===== src/rtl/clkswitch_speed_ctrl.sv =====
// Speed controller ahead of the two-clock glitch-free switch: decodes each 65816
// bus cycle and requests the high-speed clock when the access allows it.
module clkswitch_speed_ctrl #(
  parameter logic [23:0] CFG_ADDR    = 24'h00FEFF,
  parameter int          HOLD_CYCLES = 4,
  parameter int          TIMEOUT     = 64
) (
  input  logic        clk,
  input  logic        rst,
  input  logic        vda,
  input  logic        vpa,
  input  logic        rnw,
  input  logic [23:0] addr,
  input  logic [7:0]  din,
  input  logic        loselect,
  input  logic        hiselect,
  output logic        hienable,
  output logic [2:0]  cfg_q,
  output logic        slow_cyc,
  output logic        handover_err
);

  localparam int HW = $clog2(HOLD_CYCLES + 1);
  localparam int WW = $clog2(TIMEOUT + 1);
  localparam logic [HW-1:0] HOLD_INIT = HW'(HOLD_CYCLES);
  localparam logic [WW-1:0] WD_LAST   = WW'(TIMEOUT - 1);

  typedef enum logic [1:0] {SLOW, TO_SLOW, FAST, TO_FAST} state_t;

  state_t          state, state_n;
  logic [HW-1:0]   hold, hold_n;
  logic [WW-1:0]   wdog, wdog_n;
  logic            hien_n;
  logic [2:0]      cfg_n;
  logic            err_n;
  logic            lo_m, lo_s, hi_m, hi_s;

  logic            turbo_en, ram_fast, rom_fast;
  logic            acc, bank0, io_page, slow_acc, cfg_wr, wd_expire;
  logic            unused_din;

  assign {rom_fast, ram_fast, turbo_en} = cfg_q;
  assign unused_din = ^din[7:3];

  // Host I/O pages FC..FE and unshadowed bank-0 memory must run on the host clock.
  assign acc      = vda | vpa;
  assign bank0    = (addr[23:16] == 8'h00);
  assign io_page  = (addr[15:8] >= 8'hFC) && (addr[15:8] <= 8'hFE);
  assign slow_acc = acc & (!turbo_en | (bank0 & (io_page
                                                | (!addr[15] & !ram_fast)
                                                | (addr[15] & !io_page & !rom_fast))));
  assign cfg_wr   = vda & !rnw & (addr == CFG_ADDR);

  assign wd_expire = ((state == TO_SLOW) || (state == TO_FAST)) && (wdog == WD_LAST);
  assign slow_cyc  = (state == SLOW) || (state == TO_SLOW);

  always_ff @(posedge clk) begin
    if (rst) begin
      state        <= SLOW;
      hold         <= '0;
      wdog         <= '0;
      hienable     <= 1'b0;
      cfg_q        <= 3'b000;
      handover_err <= 1'b0;
      lo_m         <= 1'b0;
      lo_s         <= 1'b0;
      hi_m         <= 1'b0;
      hi_s         <= 1'b0;
    end else begin
      state        <= state_n;
      hold         <= hold_n;
      wdog         <= wdog_n;
      hienable     <= hien_n;
      cfg_q        <= cfg_n;
      handover_err <= err_n;
      lo_m         <= loselect;
      lo_s         <= lo_m;
      hi_m         <= hiselect;
      hi_s         <= hi_m;
    end
  end

  // The watchdog outranks both completion and abort, so a stuck switch always lands in SLOW.
  always_comb begin
    state_n = state;
    hold_n  = hold;
    wdog_n  = '0;
    hien_n  = hienable;
    cfg_n   = cfg_q;
    err_n   = handover_err;
    if (cfg_wr) cfg_n = din[2:0];
    case (state)
      FAST: begin
        if (slow_acc) begin
          state_n = TO_SLOW;
          hien_n  = 1'b0;
        end
      end
      TO_SLOW: begin
        if (wd_expire) begin
          state_n  = SLOW;
          hien_n   = 1'b0;
          cfg_n[0] = 1'b0;
          err_n    = 1'b1;
        end else if (lo_s && !hi_s) begin
          state_n = SLOW;
          hold_n  = HOLD_INIT;
        end else begin
          wdog_n = wdog + WW'(1);
        end
      end
      SLOW: begin
        if (slow_acc) begin
          hold_n = HOLD_INIT;
        end else if (hold != '0) begin
          hold_n = hold - HW'(1);
        end else if (turbo_en) begin
          state_n = TO_FAST;
          hien_n  = 1'b1;
        end
      end
      TO_FAST: begin
        if (wd_expire) begin
          state_n  = SLOW;
          hien_n   = 1'b0;
          cfg_n[0] = 1'b0;
          err_n    = 1'b1;
        end else if (slow_acc) begin
          state_n = TO_SLOW;
          hien_n  = 1'b0;
        end else if (hi_s && !lo_s) begin
          state_n = FAST;
        end else begin
          wdog_n = wdog + WW'(1);
        end
      end
      default: begin
        state_n = SLOW;
        hien_n  = 1'b0;
      end
    endcase
  end

endmodule

===== config.mk =====
export PLATFORM = sky130hd
export DESIGN_NAME = clkswitch_speed_ctrl
export DESIGN_NICKNAME = d
export VERILOG_FILES = /design/src/rtl/clkswitch_speed_ctrl.sv
export SDC_FILE = /design/constraint.sdc
export NUM_CORES = 1
export LEC_CHECK = 0
export ABC_AREA = 0
export BUFFER_PORTS_ARGS = -buffer_cell sky130_fd_sc_hd__clkbuf_2
export CAP_MARGIN = 30
export CELL_PAD_IN_SITES_DETAIL_PLACEMENT = 1
export CELL_PAD_IN_SITES_GLOBAL_PLACEMENT = 1
export CORE_UTILIZATION = 32
export DETAILED_ROUTE_END_ITERATION = 7
export PLACE_DENSITY = 0.86
export SYNTH_ARGS = -nofsm -noshare
export SYNTH_HDL_FRONTEND = slang
export SYNTH_SLANG_ARGS = --single-unit

===== constraint.sdc =====
create_clock -name clk -period 3.11 [get_ports clk]
set_clock_uncertainty 0.2 [all_clocks]
set_input_delay 0.622 -clock clk [delete_from_list [all_inputs] [get_ports clk]]
set_output_delay 0.622 -clock clk [all_outputs]
set_load 0.01 [all_outputs]

==> results of run 1 <==
==> cells by family after synthesis <==
family / Yosys count / share of synthesized area (%)
AOI/OAI and AO/OA: 19 / 15.0
xor gates and xnor gates: 4 / 3.48
adders and majority gates: 3 / 3.73
buffers and inverters: 11 / 4.10
DFF: 21 / 41.7
muxes: 4 / 3.98
and+or+nand+nor: 53 / 28.0
==> power breakdown <==
group          leakage (uW)  switching (uW)  internal, uW
registers          0.000170            1.60           273
clock network     0.0000177            82.0          48.1
logic              0.000376            21.9          24.7
==> stage by stage <==
step           instance area [sq um]  instances  hold slack (ns)  worst slack, ns  utilization [%]
3_5_place_dp                    1250        195            0.236            0.448             43.5
6_report                        1280        199            0.254            0.806             44.5
2_1_floorplan                   1010        115            0.213            0.676                -
4_1_cts                         1280        199            0.260            0.776             44.5
5_1_grt                         1280        199            0.271            0.703             44.5
3_3_place_gp                    1250        195            0.223            0.517             43.5
==> worst max-delay path, delay by kind of cell <==
kind | cells | cell delay (ns)
AO/OA/AOI/OAI | 3 | 0.75
buffers and inverters | 1 | 0.08
AND/OR/NAND/NOR | 2 | 0.82
==> cells in the final DEF, fill, tap and decap left out, types with 2 or more instances in the layout <==
master | synthesis | final
nand2_1 | 6 | 6
ha_1 | 3 | 3
inv_1 | 10 | 10
clkbuf_4 | 0 | 3
or3_1 | 2 | 2
nand4_1 | 3 | 3
a21oi_1 | 2 | 2
mux2i_1 | 4 | 4
dfxtp_1 | 21 | 21
nor3_1 | 4 | 4
o21ai_0 | 2 | 2
nor2_1 | 16 | 16
nand3_1 | 5 | 5
nand2b_1 | 2 | 2
o31ai_1 | 2 | 2
clkbuf_2 | 0 | 39
nor2b_1 | 4 | 4
o21a_1 | 3 | 3
o32ai_1 | 2 | 2
xnor2_1 | 2 | 2
xor2_1 | 2 | 2
==> state kept, by name, indices dropped and copies added, names as in the netlist <==
| signal | count |
|---|---|
| wdog | 7 |
| cfg_q | 3 |
| hold | 3 |
| state | 2 |
| handover_err | 1 |
| hi_m | 1 |
| hi_s | 1 |
| hienable | 1 |
| lo_m | 1 |
| lo_s | 1 |
==> worst paths after layout <==
kind         startpoint        to  slack [ns]  cells after the start
max            addr[17]  state[0]        0.81                      6
min             wdog[0]   wdog[0]        0.25                      1
max reg2reg     wdog[0]  state[1]        1.05                      6
min reg2reg     wdog[0]   wdog[0]        0.25                      1
==> final cells by class <==
| type | instances | area (sq um) | share of cell area, % |
|---|---|---|---|
| multi-input combinational | 83 | 546 | 42.7 |
| clock buffer | 3 | 22.5 | 1.76 |
| inverter | 10 | 37.5 | 2.94 |
| sequential | 21 | 420 | 32.9 |
| tap | 42 | 52.6 | 4.11 |
| timing repair buffer | 39 | 195 | 15.3 |
| clock inverter | 1 | 5.00 | 0.391 |
==> metal layers <==
metal	part of all wire, %	wire length (um)
met2	53	1350
met4	1.2	31
met1	38	963
met5	0	0
met3	8.2	211
==> metrics.cfg, run 1 <==
[setup_path]
crit_type = input port to flop
arrival_ns = 2.29
cp-end-kind = flop
path_max_fanout = 8
slowest_stage = or4_1
critical_path_required_ns = 3.09
crit_chain = clkbuf_2, or4_1, or2_1, o2111a_2, o211ai_2, o211ai_1
max_stage_delay_ns = 0.56
crit_path_start_kind = input port

[detailed_routing]
drtIter0Drc = 25
drc = 0
vias_per_cell = 5.07
routed_wl_um = 2560
ant_nets = 0
vias = 1008
first_pass_iters = 3
wl_per_cell_um = 12.9

[timing]
max_slew_margin_pct = 71.8
timing_hold_violations_final = 0
fmax_ghz = 0.434
min_period_ns = 2.30
rsz0062_at_grt = no
drv_slew = 0
finalSetupViolations = 0
min_period_over_period_pct = 74.1
worst_slew_pin_slew_ns = 0.419
timing.setup.tns_ns = 0

[synthesis]
ys_async_sr_fraction_pct = 0
ys.warnings.count = 0
synth_top_area_share_pct = 41.7
syn-cell-area_sq_um = 1010
yosys-top-cells-area = dfxtp_1 (42%), nor2_1 (6.0%), mux2i_1 (4.0%), ha_1 (3.7%), inv_1 (3.7%)
syn_avg_cell_area_sq_um = 8.76
synth_seq_cells = 21
ys.flop_type = dfxtp_1
synthCells = 115
syn-num-nets = 157
yosys-top-cells-count = dfxtp_1 (21), nor2_1 (16), inv_1 (10), nand2_1 (6), nand3_1 (5)
synth-edff-count = 0
yosys.area.top_type = dfxtp_1
yosys.cell_count.top_type = dfxtp_1
synth_cell_types = 39
ys_seq_area_share_pct = 41.7

[clocking]
htreeDepth = 1
cts_root_buf = clkbuf_4
post_cts.resized_instances = 0
cts_setup_buffers = 0
cts_buffers = 3
cts.path.max_buffers = 2
tritoncts = yes
cts-hold-fix-buffers = 0
clock-sinks = 21
insertion_delay_ns = 0.30
path_clk_slew_ns = 0.11

[job]
max_cap_viol_count = 0

[hold_path]
min_path_type = flop to flop

[place]
hpwl_um = 2160
place_congestion = 0.849
portBuffers = 39

[global_route]
grt_use_met3_pct = 3.13
grt_pass1_wl_um = 4110
overflow = 0
grt_util_all_layers_pct = 15.7
grt_pass1_vias = 1067
grt_max_degree = 14
grt_util_met1_pct = 14.1
gr-usage-met2_pct = 33.0
antenna_found_initial = 0
top_usage_layer = met2

[final_layout]
antenna_cells = 0
layout-area-overhead-vs-synth_pct = 27.0
drive_gt1_share_pct = 29.3
nFillCells = 375
nNetsFinal = 200

[power]
ir_drop_uv = 180
leakagePower_uw = 0.000564
power.total_uw = 452
p_per_area_nw_per_um2 = 353

[run_status]
status = finished clean

[floorplan]
ios = 45
rows = 19
die-area_sq_um = 3380
initial_utilization_pct = 35.0
dieHeight_um = 58.1
die_x_um = 58.1
core_area_sq_um = 2880

(Power assumes the default switching activity.)
==> inputs of run 2 (changes only) <==
--- a/config.mk
+++ b/config.mk
@@ -5,14 +5,14 @@
 export SDC_FILE = /design/constraint.sdc
 export NUM_CORES = 1
 export LEC_CHECK = 0
-export ABC_AREA = 0
+export ABC_AREA = 1
 export BUFFER_PORTS_ARGS = -buffer_cell sky130_fd_sc_hd__clkbuf_2
 export CAP_MARGIN = 30
 export CELL_PAD_IN_SITES_DETAIL_PLACEMENT = 1
 export CELL_PAD_IN_SITES_GLOBAL_PLACEMENT = 1
-export CORE_UTILIZATION = 32
+export CORE_UTILIZATION = 33
 export DETAILED_ROUTE_END_ITERATION = 7
-export PLACE_DENSITY = 0.86
+export PLACE_DENSITY = 0.88
 export SYNTH_ARGS = -nofsm -noshare
 export SYNTH_HDL_FRONTEND = slang
 export SYNTH_SLANG_ARGS = --single-unit
==> constraint.sdc (replaced) <==
create_clock -name clk -period 2.4 [get_ports clk]
set_clock_uncertainty 0.2 [all_clocks]
set_input_delay 0.48 -clock clk [delete_from_list [all_inputs] [get_ports clk]]
set_output_delay 0.48 -clock clk [all_outputs]
set_load 0.01 [all_outputs]
==> run 2 against run 1 <==
Net effect:
- final area up 10%
- sequential cell count did not move
- clock power up 42%
- global-route usage rose by 1.0 points
- core utilization up 0.23 points
- worst hold slack worse by 0.12 ns
- non-clock buffer count unchanged
- total power increased by 110%
- sequential power rose by 55%
- largest power group unchanged
==> metrics.cfg, run 2 <==
[run_status]
status = finished clean

[timing]
finalSetupViolations = 0  ; unchanged
rsz0062_at_grt = no
max_slew_margin_pct = 75.3  ; +3.5 points
worst_slew_pin_slew_ns = 0.370  ; -0.0495 ns
timing_hold_violations_final = 0  ; unchanged
holdWs_ns = 0.133  ; -0.122 ns
drv_slew = 0  ; unchanged
timing.setup.tns_ns = 0  ; unchanged
min_period_ns = 1.84
min_period_over_period_pct = 76.7
fmax_ghz = 0.543

[final_layout]
antenna_cells = 0  ; unchanged
reg_top3 = wdog: 7 flops, cfg_q: 3 flops, hold: 3 flops
final_cell_mix = clkbuf_2 (39), nand2_1 (28), nor2_1 (26), inv_1 (25), dfxtp_1 (21)
regArea_sq_um = 420  ; unchanged
nNetsFinal = 240  ; +20%
layout_commonest_cell = clkbuf_2
layout-area-overhead-vs-synth_pct = 23.6
multiInputGateArea_sq_um = 612  ; +12%
largest_reg_flops = 7  ; unchanged
drive_gt1_share_pct = 33.0  ; +3.7 points
nFillCells = 440  ; +17%
regMostFlops = wdog

[synthesis]
synthCells = 156  ; +36%
ys.flop_type = dfxtp_1
syn-cell-area_sq_um = 1140  ; +13%
ys_seq_area_share_pct = 36.9  ; -4.9 points
syn-num-nets = 198  ; +26%
synth_top_area_share_pct = 36.9  ; -4.9 points
synth_cell_types = 28  ; -28%
yosys-top-cells-area = dfxtp_1 (37%), nand2_1 (9.2%), nor2_1 (8.6%), inv_1 (8.2%), a21oi_1 (4.0%)
synth_seq_cells = 21  ; unchanged
synth-edff-count = 0  ; unchanged
yosys.area.top_type = dfxtp_1
ys.warnings.count = 0  ; unchanged
yosys.cell_count.top_type = nand2_1
ys_async_sr_fraction_pct = 0  ; unchanged
syn_avg_cell_area_sq_um = 7.31  ; -17%
yosys-top-cells-count = nand2_1 (28), nor2_1 (26), inv_1 (25), dfxtp_1 (21)

[global_route]
grt_max_degree = 13  ; -1
overflow = 0  ; unchanged
grt_pass1_vias = 1074  ; +0.66%
grt_util_all_layers_pct = 16.7  ; +1.0 points
grt_pass1_wl_um = 4510  ; +9.6%
antenna_found_initial = 0  ; unchanged

[setup_path]
arrival_ns = 1.87  ; -0.42 ns
critical_path_required_ns = 2.43  ; -0.66 ns
path_common_cell = nand2_1
r2r_slack_ns = 0.56  ; -0.49 ns
path_delay_family = simple AND/OR/NAND/NOR gates
slowest_stage = dfxtp_1
crit_path_start_kind = flop
path_max_fanout = 4  ; -4
max_stage_delay_ns = 0.37  ; -0.19 ns
crit_type = flop to flop
cp-end-kind = flop
critPathBufInv = 1  ; unchanged
crit_chain = ha_1, nand2_1, nor2_2, nand3_2, nor2_4, inv_1, nand2_1, o21ai_0, a21oi_1, nor2_1

[place]
hpwl_um = 2210  ; +2.3%
place_congestion = 0.766  ; -9.9%
portBuffers = 39  ; unchanged

[clocking]
htreeDepth = 1  ; unchanged
cts-hold-fix-buffers = 0  ; unchanged
cts_setup_buffers = 0  ; unchanged
clock-sinks = 21  ; unchanged
tritoncts = yes
cts_buffers = 3  ; unchanged
cts.path.max_buffers = 2  ; unchanged
post_cts.resized_instances = 0  ; unchanged
path_clk_slew_ns = 0.13  ; +0.02 ns
insertion_delay_ns = 0.32  ; +0.02 ns
cts_root_buf = clkbuf_4

[power]
p_seq_share_pct = 44.1  ; -17 points
pwr-share-clk_pct = 19.0  ; -9.8 points
power.switching_uw = 380  ; +260%
p_per_area_nw_per_um2 = 685  ; +94%
leakagePower_uw = 0.000652  ; +16%
p_sw_share_pct = 39.3  ; +16 points
comb_power_share_pct = 36.8  ; +27 points
internal-power_uw = 586  ; +69%
ir_drop_uv = 415  ; +130%

[floorplan]
ios = 45  ; unchanged
die-area_sq_um = 3690  ; +9.4%
core_area_sq_um = 3150  ; +9.6%
rows = 20  ; +1
initial_utilization_pct = 36.2  ; +1.1 points
die_x_um = 60.8  ; +4.6%
dieHeight_um = 60.8  ; +4.6%

[hold_path]
min_path_type = input port to flop

[detailed_routing]
wl_per_cell_um = 11.1  ; -14%
ant_nets = 0  ; unchanged
drtIter0Drc = 10  ; -60%
vias = 1097  ; +8.8%
vias_per_cell = 4.55  ; -10%
drc = 0  ; unchanged
first_pass_iters = 4  ; +1
routed_wl_um = 2670  ; +4.3%

[job]
max_cap_viol_count = 0  ; unchanged

[run 2: kinds of logic after synthesis]
family | share of synthesized area, %
fa+ha+maj | 3.29
buf+inv | 9.44
compound gates | 10.4
flops | 36.9
simple gates | 38.4
xor+xnor | 1.54
[run 2: path summary, 6_finish.rpt]
path / end / from / depth (start not counted)
worst max register to register: state[0] / wdog[0] / 10
worst min register to register: hi_s / hi_m / 2
worst min-delay path: lo_m / loselect / 3
worst max-delay path: state[0] / wdog[0] / 10
[run 2: power groups by stage]
stage	clock network [uW]	logic, uW	registers [uW]
after detailed placement	0	354	436
after global routing	197	404	435
after global placement	0	339	434
after CTS	187	357	428
after floorplan	0	290	406
final	184	355	426
[run 2: area by class of cell]
type	count	share of cell area, %
clock buffers	3	1.60
well taps	44	3.91
repair buffers	39	13.9
inverters	26	7.02
clock inverters	1	0.355
multi-input cells	107	43.4
flip-flops and latches	21	29.8
[run 2: per-layer routing]
layer	GRT usage, %	vias to the layer above	part of all wire (%)
li1	-	575	-
met5	0	-	0
met2	29.2	18	50
met4	7.79	0	2.3
met3	2.77	7	2.7
met1	19.9	497	45
[run 2: metrics by stage]
stage / power, uW / setup WS (ns) / utilization (%) / cell area (sq um) / instances
after floorplan: 696 / 0.756 / - / 1140 / 156
after CTS: 973 / 0.551 / 44.7 / 1410 / 241
final: 965 / 0.559 / 44.7 / 1410 / 241
after detailed placement: 791 / 0.534 / 43.8 / 1380 / 237
after global routing: 1040 / 0.389 / 44.7 / 1410 / 241
after global placement: 773 / 0.576 / 43.8 / 1380 / 237
[run 2: worst register-to-register path: stages, from the launching register on]
cell and delay [ns]:
dfxtp_1 0.37, ha_1 0.18, nand2_1 0.09, nor2_2 0.13, nand3_2 0.11, nor2_4 0.14
inv_1 0.11, nand2_1 0.07, o21ai_0 0.10, a21oi_1 0.20, nor2_1 0.05
==> inputs of run 3 (changes only) <==
--- a/config.mk
+++ b/config.mk
@@ -5,14 +5,14 @@
 export SDC_FILE = /design/constraint.sdc
 export NUM_CORES = 1
 export LEC_CHECK = 0
-export ABC_AREA = 1
+export ABC_AREA = 0
 export BUFFER_PORTS_ARGS = -buffer_cell sky130_fd_sc_hd__clkbuf_2
 export CAP_MARGIN = 30
 export CELL_PAD_IN_SITES_DETAIL_PLACEMENT = 1
 export CELL_PAD_IN_SITES_GLOBAL_PLACEMENT = 1
-export CORE_UTILIZATION = 33
+export CORE_UTILIZATION = 29
 export DETAILED_ROUTE_END_ITERATION = 7
-export PLACE_DENSITY = 0.88
+export PLACE_DENSITY = 0.83
 export SYNTH_ARGS = -nofsm -noshare
 export SYNTH_HDL_FRONTEND = slang
 export SYNTH_SLANG_ARGS = --single-unit
==> constraint.sdc (replaced) <==
create_clock -name clk -period 1.6 [get_ports clk]
set_clock_uncertainty 0.2 [all_clocks]
set_input_delay 0.32 -clock clk [delete_from_list [all_inputs] [get_ports clk]]
set_output_delay 0.32 -clock clk [all_outputs]
set_load 0.01 [all_outputs]
==> run 3 against run 2 <==
Net effect:
- the flow now finishes with violations (setup timing)
- largest cell class unchanged
- critical endpoint is now state[1]
- first-iteration DRC count up 60%
- final area up 4.9%
- worst hold slack worse by 0.11 ns
- critical path type is now input port to flop
==> metrics.cfg, run 3 (same netlist as run 1, synthesis figures left out) <==
[timing]
setup_slack_ns = -0.293  ; -0.853 ns
finalSetupViolations = 13  ; +13
worst_slew_pin_slew_ns = 0.267  ; -0.103 ns
fmax_ghz = 0.528
min_period_ns = 1.89
timing_hold_violations_final = 0  ; unchanged
max_slew_margin_pct = 82.1  ; +6.7 points
drv_slew = 0  ; unchanged
min_period_over_period_pct = 118
rsz0062_at_grt = yes

[final_layout]
final_cell_mix = clkbuf_2 (39), dfxtp_1 (19), buf_4 (17), nor2_1 (11), inv_1 (10)
nNetsFinal = 218  ; -9.2%
stdcell_count = 221  ; -8.3%
utilization_pct = 44.3  ; -0.40 points
layout_commonest_cell = clkbuf_2
regMostFlops = wdog
reg_top3 = wdog: 7 flops, cfg_q: 3 flops, hold: 3 flops
drive_gt1_share_pct = 43.4  ; +10 points
layout-area-overhead-vs-synth_pct = 46.7
largest_reg_flops = 7  ; unchanged
antenna_cells = 0  ; unchanged

[global_route]
antenna_found_initial = 0  ; unchanged
grt_util_all_layers_pct = 16.1  ; -0.56 points
grt_pass1_vias = 1095  ; +2.0%
grt_max_degree = 13  ; unchanged
grt_pass1_wl_um = 4310  ; -4.4%
overflow = 0  ; unchanged

[detailed_routing]
ant_nets = 0  ; unchanged
wl_per_cell_um = 13.1  ; +18%
routed_wl_um = 2900  ; +8.5%
drtIter0Drc = 16  ; +6
drc = 0  ; unchanged
vias = 1092  ; -0.46%
first_pass_iters = 2  ; -2
vias_per_cell = 4.94  ; +8.6%

[clocking]
cts_root_buf = clkbuf_4
cts-hold-fix-buffers = 0  ; unchanged
cts_buffers = 3  ; unchanged
cts.path.max_buffers = 2  ; unchanged
tritoncts = yes
clock-sinks = 21  ; unchanged
path_clk_slew_ns = 0.11  ; -0.02 ns
insertion_delay_ns = 0.30  ; -0.02 ns
htreeDepth = 1  ; unchanged

[floorplan]
initial_utilization_pct = 30.2  ; -6.0 points
core_area_sq_um = 3340  ; +5.8%
die-area_sq_um = 3710  ; +0.54%
die_x_um = 60.9  ; +0.27%
rows = 21  ; +5.0%
dieHeight_um = 60.9  ; +0.27%
ios = 45  ; unchanged

[job]
max_cap_viol_count = 0  ; unchanged

[power]
ir_drop_uv = 303  ; -27%
power.total_uw = 893  ; -7.4%
leakagePower_uw = 0.000661  ; +1.3%
p_per_area_nw_per_um2 = 605  ; -12%

[place]
portBuffers = 39  ; unchanged
hpwl_um = 2380  ; +7.7%
post-place-cells = 216  ; -8.9%
place_congestion = 0.799  ; +4.3%
post-place-ws_ns = -0.654  ; -1.19 ns

[setup_path]
arrival_ns = 1.90  ; +0.03 ns
slowest_stage = or4_4
cp-end-kind = flop
rr_worst_depth = 7  ; -3
critical_path_required_ns = 1.61  ; -0.82 ns
crit_path_start_kind = input port
crit_chain = clkbuf_2, or4_4, or2_1, o2111a_2, o2111a_1, a211o_1
max_stage_delay_ns = 0.53  ; +0.16 ns
path_max_fanout = 3  ; -1
crit_type = input port to flop

[hold_path]
hold_path_depth = 2  ; -1
min_path_type = input port to flop

[run_status]
violations = setup timing
status = finished, violations left

## run 3: what timing repair did
| item | in CTS | in global routing |
|---|---|---|
| setup endpoints to repair | 13 | 15 |
| pin swaps | 9 | 1 |
| setup buffers | 0 | 1 |
| resized for setup | 5 | 8 |
## run 3: cell type report
type / instances / area (sq um)
clock buffers: 3 / 22.5
clock inverters: 1 / 5.00
fillers: 416 / 1860
inverters: 10 / 37.5
multi-input cells: 83 / 598
flip-flops and latches: 21 / 423
well taps: 46 / 57.6
repair buffers: 57 / 334
## run 3: final timing paths
kind,from,to,slack (ns)
hold / removal,loselect,lo_m,0.02
hold reg to reg,lo_m,lo_s,0.25
setup / recovery,addr[22],state[1],-0.29
setup reg to reg,wdog[0],state[1],-0.16
## run 3: power by group
part	total (uW)	switching, uW	internal, uW	leakage, uW
combinational	105	47.7	57.6	0.000471
clock	254	160	93.3	0.0000177
sequential	534	2.92	532	0.000172
## run 3: worst max-delay path, delay by kind of cell
| family | cells | cell delay [ns] |
|---|---|---|
| buffers and inverters | 1 | 0.08 |
| AO/OA/AOI/OAI | 3 | 0.70 |
| AND/OR/NAND/NOR | 2 | 0.79 |
## run 3: stage by stage
stage | hold slack (ns) | cell area [sq um] | setup TNS [ns]
6_report | 0.0216 | 1480 | -3.36
5_1_grt | 0.0241 | 1480 | -3.88
4_1_cts | 0.0138 | 1440 | -2.88
3_5_place_dp | 0.230 | 1390 | -8.45
3_3_place_gp | 0.220 | 1390 | -7.80
2_1_floorplan | 0.213 | 1020 | -5.34
## run 3: routing by layer
layer	share of wire, %	vias up	track usage (%)
li1	-	533	-
met1	38	515	14.6
met2	53	40	33.9
met3	7.0	4	2.35
met4	1.5	0	7.79
met5	0	-	0
